[src/rtl/keypad_calc_core.sv]
// Keypad calculator core: debounced 4x4 keypad scanner, small register file and a
// flag-producing ALU, sequenced one command at a time over a valid/ready handshake.
module keypad_calc_core #(
  parameter int unsigned DATA_W   = 8,
  parameter int unsigned ADDR_W   = 2,
  parameter int unsigned SCAN_DIV = 4,
  parameter int unsigned DEBOUNCE = 4
) (
  input  logic              clk,
  input  logic              reset,
  input  logic [3:0]        row_in,
  output logic [3:0]        col_out,
  output logic              key_valid,
  output logic [3:0]        key_code,
  input  logic              cmd_valid,
  output logic              cmd_ready,
  input  logic [2:0]        cmd_op,
  input  logic [ADDR_W-1:0] cmd_a,
  input  logic [ADDR_W-1:0] cmd_b,
  input  logic [ADDR_W-1:0] cmd_d,
  output logic              res_valid,
  output logic [DATA_W-1:0] result,
  output logic              zero_flag,
  output logic              carry_flag
);

  localparam int unsigned NumRegs = 2 ** ADDR_W;
  localparam int unsigned DivW    = (SCAN_DIV > 1) ? $clog2(SCAN_DIV) : 1;
  localparam int unsigned DbW     = $clog2(DEBOUNCE + 1);

  typedef enum logic [1:0] {StScan, StPressDb, StHeld, StRelDb} scan_e;
  typedef enum logic [1:0] {StIdle, StRead, StExec, StResp} seq_e;
  typedef enum logic [2:0] {
    OpAdd, OpSub, OpAnd, OpOr, OpXor, OpShl, OpShr, OpWrKey
  } op_e;

  // Scanner state
  scan_e           scan_q, scan_d;
  logic [1:0]      col_q, col_d;
  logic [DivW-1:0] div_q, div_d;
  logic [DbW-1:0]  db_q, db_d;
  logic [3:0]      snap_q, snap_d;
  logic [1:0]      row_q, row_d;
  logic [1:0]      low_row;
  logic            key_set;
  logic            key_valid_q;
  logic [3:0]      key_code_q;
  logic            key_pending_q;

  // Sequencer / datapath state
  seq_e              seq_q, seq_d;
  op_e               op_q, op_d;
  logic [ADDR_W-1:0] a_q, a_d, b_q, b_d, d_q, d_d;
  logic [DATA_W-1:0] opa_q, opa_d, opb_q, opb_d;
  logic [DATA_W-1:0] rf_q [NumRegs];
  logic [DATA_W-1:0] result_q;
  logic              zero_q, carry_q;
  logic [DATA_W-1:0] alu_res;
  logic              alu_carry, alu_we;
  logic [DATA_W:0]   sum_ext, diff_ext;
  logic              consume;

  // Lowest set row wins when several keys in the frozen column are down.
  always_comb begin
    low_row = 2'd0;
    if (row_in[0])      low_row = 2'd0;
    else if (row_in[1]) low_row = 2'd1;
    else if (row_in[2]) low_row = 2'd2;
    else if (row_in[3]) low_row = 2'd3;
  end

  // Scanner next-state: column stepping, press/release debounce.
  always_comb begin
    scan_d  = scan_q;
    col_d   = col_q;
    div_d   = div_q;
    db_d    = db_q;
    snap_d  = snap_q;
    row_d   = row_q;
    key_set = 1'b0;
    unique case (scan_q)
      StScan: begin
        if (row_in != 4'd0) begin
          scan_d = StPressDb;
          snap_d = row_in;
          row_d  = low_row;
          db_d   = '0;
          div_d  = '0;
        end else if (div_q == DivW'(SCAN_DIV - 1)) begin
          div_d = '0;
          col_d = col_q + 2'd1;
        end else begin
          div_d = div_q + DivW'(1);
        end
      end
      StPressDb: begin
        if (row_in != snap_q) begin
          scan_d = StScan;
        end else if (db_q == DbW'(DEBOUNCE - 1)) begin
          scan_d  = StHeld;
          key_set = 1'b1;
        end else begin
          db_d = db_q + DbW'(1);
        end
      end
      StHeld: begin
        if (row_in == 4'd0) begin
          scan_d = StRelDb;
          db_d   = '0;
        end
      end
      StRelDb: begin
        if (row_in != 4'd0) begin
          scan_d = StHeld;
        end else if (db_q == DbW'(DEBOUNCE - 1)) begin
          scan_d = StScan;
        end else begin
          db_d = db_q + DbW'(1);
        end
      end
      default: scan_d = StScan;
    endcase
  end

  // Scanner state register.
  always_ff @(posedge clk) begin
    if (reset) begin
      scan_q <= StScan;
      col_q  <= 2'd0;
      div_q  <= '0;
      db_q   <= '0;
      snap_q <= 4'd0;
      row_q  <= 2'd0;
    end else begin
      scan_q <= scan_d;
      col_q  <= col_d;
      div_q  <= div_d;
      db_q   <= db_d;
      snap_q <= snap_d;
      row_q  <= row_d;
    end
  end

  // A consume here uses the old key_code; a new press on the same edge keeps pending set.
  assign consume = (seq_q == StExec) && (op_q == OpWrKey) && key_pending_q;

  // Key event registers: code, one-cycle pulse and pending flag.
  always_ff @(posedge clk) begin
    if (reset) begin
      key_code_q    <= 4'd0;
      key_valid_q   <= 1'b0;
      key_pending_q <= 1'b0;
    end else begin
      key_valid_q <= key_set;
      if (key_set) begin
        key_code_q    <= {col_q, row_q};
        key_pending_q <= 1'b1;
      end else if (consume) begin
        key_pending_q <= 1'b0;
      end
    end
  end

  // Sequencer next-state: capture on accept, read operands, execute, respond.
  always_comb begin
    seq_d = seq_q;
    op_d  = op_q;
    a_d   = a_q;
    b_d   = b_q;
    d_d   = d_q;
    opa_d = opa_q;
    opb_d = opb_q;
    unique case (seq_q)
      StIdle: begin
        if (cmd_valid) begin
          seq_d = StRead;
          op_d  = op_e'(cmd_op);
          a_d   = cmd_a;
          b_d   = cmd_b;
          d_d   = cmd_d;
        end
      end
      StRead: begin
        opa_d = rf_q[a_q];
        opb_d = rf_q[b_q];
        seq_d = StExec;
      end
      StExec:  seq_d = StResp;
      StResp:  seq_d = StIdle;
      default: seq_d = StIdle;
    endcase
  end

  // ALU on the latched operands; alu_we gates the register-file write.
  always_comb begin
    sum_ext   = {1'b0, opa_q} + {1'b0, opb_q};
    diff_ext  = {1'b0, opa_q} - {1'b0, opb_q};
    alu_res   = '0;
    alu_carry = 1'b0;
    alu_we    = 1'b1;
    unique case (op_q)
      OpAdd: {alu_carry, alu_res} = sum_ext;
      OpSub: {alu_carry, alu_res} = diff_ext;
      OpAnd: alu_res = opa_q & opb_q;
      OpOr:  alu_res = opa_q | opb_q;
      OpXor: alu_res = opa_q ^ opb_q;
      OpShl: begin
        alu_res   = {opa_q[DATA_W-2:0], 1'b0};
        alu_carry = opa_q[DATA_W-1];
      end
      OpShr: begin
        alu_res   = {1'b0, opa_q[DATA_W-1:1]};
        alu_carry = opa_q[0];
      end
      OpWrKey: begin
        if (key_pending_q) alu_res = DATA_W'(key_code_q);
        else               alu_we  = 1'b0;
      end
      default: alu_we = 1'b0;
    endcase
  end

  // Sequencer state and captured command.
  always_ff @(posedge clk) begin
    if (reset) begin
      seq_q <= StIdle;
      op_q  <= OpAdd;
      a_q   <= '0;
      b_q   <= '0;
      d_q   <= '0;
      opa_q <= '0;
      opb_q <= '0;
    end else begin
      seq_q <= seq_d;
      op_q  <= op_d;
      a_q   <= a_d;
      b_q   <= b_d;
      d_q   <= d_d;
      opa_q <= opa_d;
      opb_q <= opb_d;
    end
  end

  // Register file, result and flags update on the edge that ends EXEC.
  always_ff @(posedge clk) begin
    if (reset) begin
      for (int i = 0; i < NumRegs; i++) rf_q[i] <= '0;
      result_q <= '0;
      zero_q   <= 1'b0;
      carry_q  <= 1'b0;
    end else if (seq_q == StExec) begin
      if (alu_we) rf_q[d_q] <= alu_res;
      result_q <= alu_res;
      zero_q   <= (alu_res == '0);
      carry_q  <= alu_carry;
    end
  end

  // Output drive.
  always_comb begin
    col_out    = 4'b0001 << col_q;
    key_valid  = key_valid_q;
    key_code   = key_code_q;
    cmd_ready  = (seq_q == StIdle);
    res_valid  = (seq_q == StResp);
    result     = result_q;
    zero_flag  = zero_q;
    carry_flag = carry_q;
  end

endmodule

[config.mk]
export PLATFORM = sky130hd
export DESIGN_NAME = keypad_calc_core
export DESIGN_NICKNAME = d
export VERILOG_FILES = /design/src/rtl/keypad_calc_core.sv
export SDC_FILE = /design/constraint.sdc
export NUM_CORES = 1
export LEC_CHECK = 0
export BUFFER_PORTS_ARGS = -buffer_cell sky130_fd_sc_hd__buf_2
export CORE_UTILIZATION = 55
export CTS_CLUSTER_DIAMETER = 200
export DETAILED_ROUTE_END_ITERATION = 8
export PLACE_DENSITY = 0.78
export REMOVE_ABC_BUFFERS = 1
export SETUP_SLACK_MARGIN = 0.3
export SLEW_MARGIN = 10
export SYNTH_ARGS = -nofsm -noshare
export SYNTH_HDL_FRONTEND = slang
export SYNTH_SLANG_ARGS = --single-unit
[constraint.sdc]
create_clock -name clk -period 2.45 [get_ports clk]
set_input_delay 0.3675 -clock clk [delete_from_list [all_inputs] [get_ports clk]]
set_output_delay 0.3675 -clock clk [all_outputs]
set_load 0.005 [all_outputs]
==> flow_summary.json <==
{
  "start_util": 0.576,
  "vias_per_cell": 6.08,
  "synth_edf_count": 32,
  "min_to": "b_q[0]",
  "finalCritPeriodShare": 0.978,
  "avgSynthCellArea_um2": 9.75,
  "grt_max_degree": 63,
  "antennaDiodeCount": 0,
  "syn-cell-area_um2": 5100,
  "design_area_um2": 6300,
  "die_height_um": 98.3,
  "crit_buf_inv": 1,
  "gp_congestion": 0.934,
  "synth-seq-cells": 90,
  "layout_commonest_cell": "nor2_1",
  "multi_input_area_um2": 3050,
  "place_area_um2": 5680,
  "yosysTopAreaCell": "dfxtp_1",
  "core-area_um2": 8850,
  "p_leak_nw": 2.48,
  "fin_cells": 711,
  "cts_tree": "built",
  "powerDensity_nw_per_um2": 953,
  "num_rows": 34,
  "cts.clk_slew.worst_paths_ps": 90,
  "numPortBuffers": 36,
  "worst-path-max-fanout": 3,
  "io_pins": 37,
  "synth_top_flop_cell": "dfxtp_1",
  "cts_sinks": 90,
  "drt_iter0_markers": 320,
  "worstSetupStartpoint": "opa_q[3]",
  "h-tree-depth": 3,
  "worst_slew_pin_slew_ps": 635,
  "max_stage_delay_ps": 370,
  "setup_ws_ps": 54.3,
  "ys_seq_area_frac": 0.416,
  "ctsHoldBuffers": 0,
  "dieArea_um2": 9660,
  "endpoint_kind": "flop",
  "critPathSlowestCell": "a221o_1",
  "crit_path_start_kind": "flop",
  "worstSetupPathType": "flop to flop",
  "async_reset_ff_frac": 0,
  "yosysWarningCount": 0,
  "register_area_um2": 2140,
  "globalRouteTotalUtil": 0.276,
  "synth_area_leaders": "dfxtp_1, edfxtp_1, ha_1",
  "dp_cells": 686,
  "critPathArrivalTime_ps": 2670,
  "antenna_found_initial": 0,
  "clk_path_buf_depth": 2,
  "path_cells": "buf_4 -> ha_4 -> a221o_1 -> or3_1 -> a21o_1 -> a221o_1 -> and4b_1 -> a31o_1",
  "die_w_um": 98.3,
  "rsz0062_at_grt": "yes",
  "p_total_mw": 6.00,
  "setup_viol": 0,
  "r2r_end": "zero_flag",
  "required_ps": 2720,
  "wire_per_inst_um": 18.6,
  "cp_num_cells": 8,
  "synth_cell_types": 54,
  "crit_family": "compound AO/OA/AOI/OAI gates",
  "ir_drop_mv": 0.638,
  "post-route-util": 0.712,
  "path_common_cell": "a221o_1",
  "grt_pass1_vias": 4165,
  "dp_hpwl_um": 8970,
  "hold_ws_ps": 237,
  "status": "finished with violations",
  "hold_path_class": "primary input to flop",
  "grt_pass1_wl_um": 20600,
  "clkLatencyLatePin_ps": 370,
  "root_buffer": "clkbuf_8",
  "finClkSkew_ps": 14.8,
  "hold_depth": 3,
  "area_delta_synth_final_pct": 23.5,
  "final_cell_mix": "nor2_1, buf_4, dfxtp_1",
  "worst-r2r-cell-count": 8,
  "syn_inst": 523,
  "ff2ff_setup_slack_ps": 50,
  "dr.pass1.iters": 7,
  "fmax_ghz": 0.417,
  "violations": "design-rule violations",
  "fillers": 624,
  "synth_top_cell_area_share": 0.228,
  "worstReg2RegStart": "opa_q[3]",
  "hp-start": "cmd_b[0]",
  "drive_above_1_share": 0.325,
  "ant_nets": 0,
  "num_vias": 4324,
  "nets": 651,
  "drc": 1,
  "maxSlewHeadroom": 0.577,
  "place_ws_ps": -116,
  "drv_cap": 0,
  "cts_made_buffers": 9,
  "hold_viol": 0,
  "tns_ps": 0,
  "fin_crit_ps": 2400,
  "routed_wl_um": 13300,
  "grt-ovfl-total": 0,
  "maxSlewViolCount": 0
}
[registers in the layout (all words and copies together), names as in the netlist, 3 cells and up]
signal    flops
opb_q         8
op_q          3
opa_q         8
rf_q         32
key_code      4
db_q          3
snap_q        4
result        8
[worst register-to-register path: stages (launching register included)]
cell and delay, ps:
dfxtp_4 360, buf_4 150, ha_4 160, a221o_1 370
or3_1 360, a21o_1 180, a221o_1 320, and4b_1 200
a31o_1 210
[timing repair]
item	CTS	global route
pin swaps	25	16
endpoints found under the setup margin	46	62
resized for setup	53	43
setup buffers	5	4
gates cloned	0	0
[kinds of logic after synthesis]
| logic type | after synthesis | synth area share |
|---|---|---|
| multiplexers | 49 | 0.138 |
| AO/OA/AOI/OAI | 99 | 0.127 |
| flip-flops | 90 | 0.416 |
| adder cells (fa/ha/maj) | 37 | 0.0938 |
| buffers and inverters | 63 | 0.0481 |
| XOR/XNOR | 12 | 0.0206 |
| AND/OR/NAND/NOR | 173 | 0.155 |
[worst max path at each step]
stage	slack, ps	endpoint
2_1_floorplan	-150	zero_flag
4_1_cts	100	zero_flag
5_1_grt	-9	zero_flag
6_report	50	zero_flag
3_5_place_dp	-120	rf_q[0][6]
3_3_place_gp	-70	rf_q[1][6]
[cell usage after synthesis, drive strengths merged, types with 4 or more instances]
master  count
nor2       92
dfxtp      58
a21oi      35
ha         35
edfxtp     32
inv        30
mux2i      30
clkbuf     25
nand2      22
mux4       17
nand3      15
o21ai      14
nand2b      9
a211oi      8
a22oi       8
buf         8
xnor2       7
nor2b       6
nand4       5
or3         5
xor2        5
a21o        4
a221oi      4
nor3        4
o22ai       4
[routing by layer]
metal | vias up | GRT usage | routed length, um
met3 | 49 | 0.0537 | 851
met4 | 0 | 0.129 | 532
met2 | 172 | 0.472 | 6450
met1 | 2090 | 0.339 | 5420
met5 | - | 0 | 0
li1 | 2013 | - | -
[cell type report]
cell class	instances	share of cell area
multi-input combinational	370	0.484
timing repair buffer	97	0.106
inverter	30	0.0183
clock inverter	6	0.0103
clock buffer	10	0.0203
sequential	90	0.340
tap	108	0.0215
[power breakdown]
| part | switching [mW] | internal [mW] | leakage (nW) |
|---|---|---|---|
| combinational | 1.58 | 1.39 | 1.58 |
| sequential | 0.230 | 1.76 | 0.809 |
| clock | 0.563 | 0.472 | 0.0866 |
| total | 2.37 | 3.63 | 2.48 |
No activity file was read; power rests on OpenSTA's default activity.
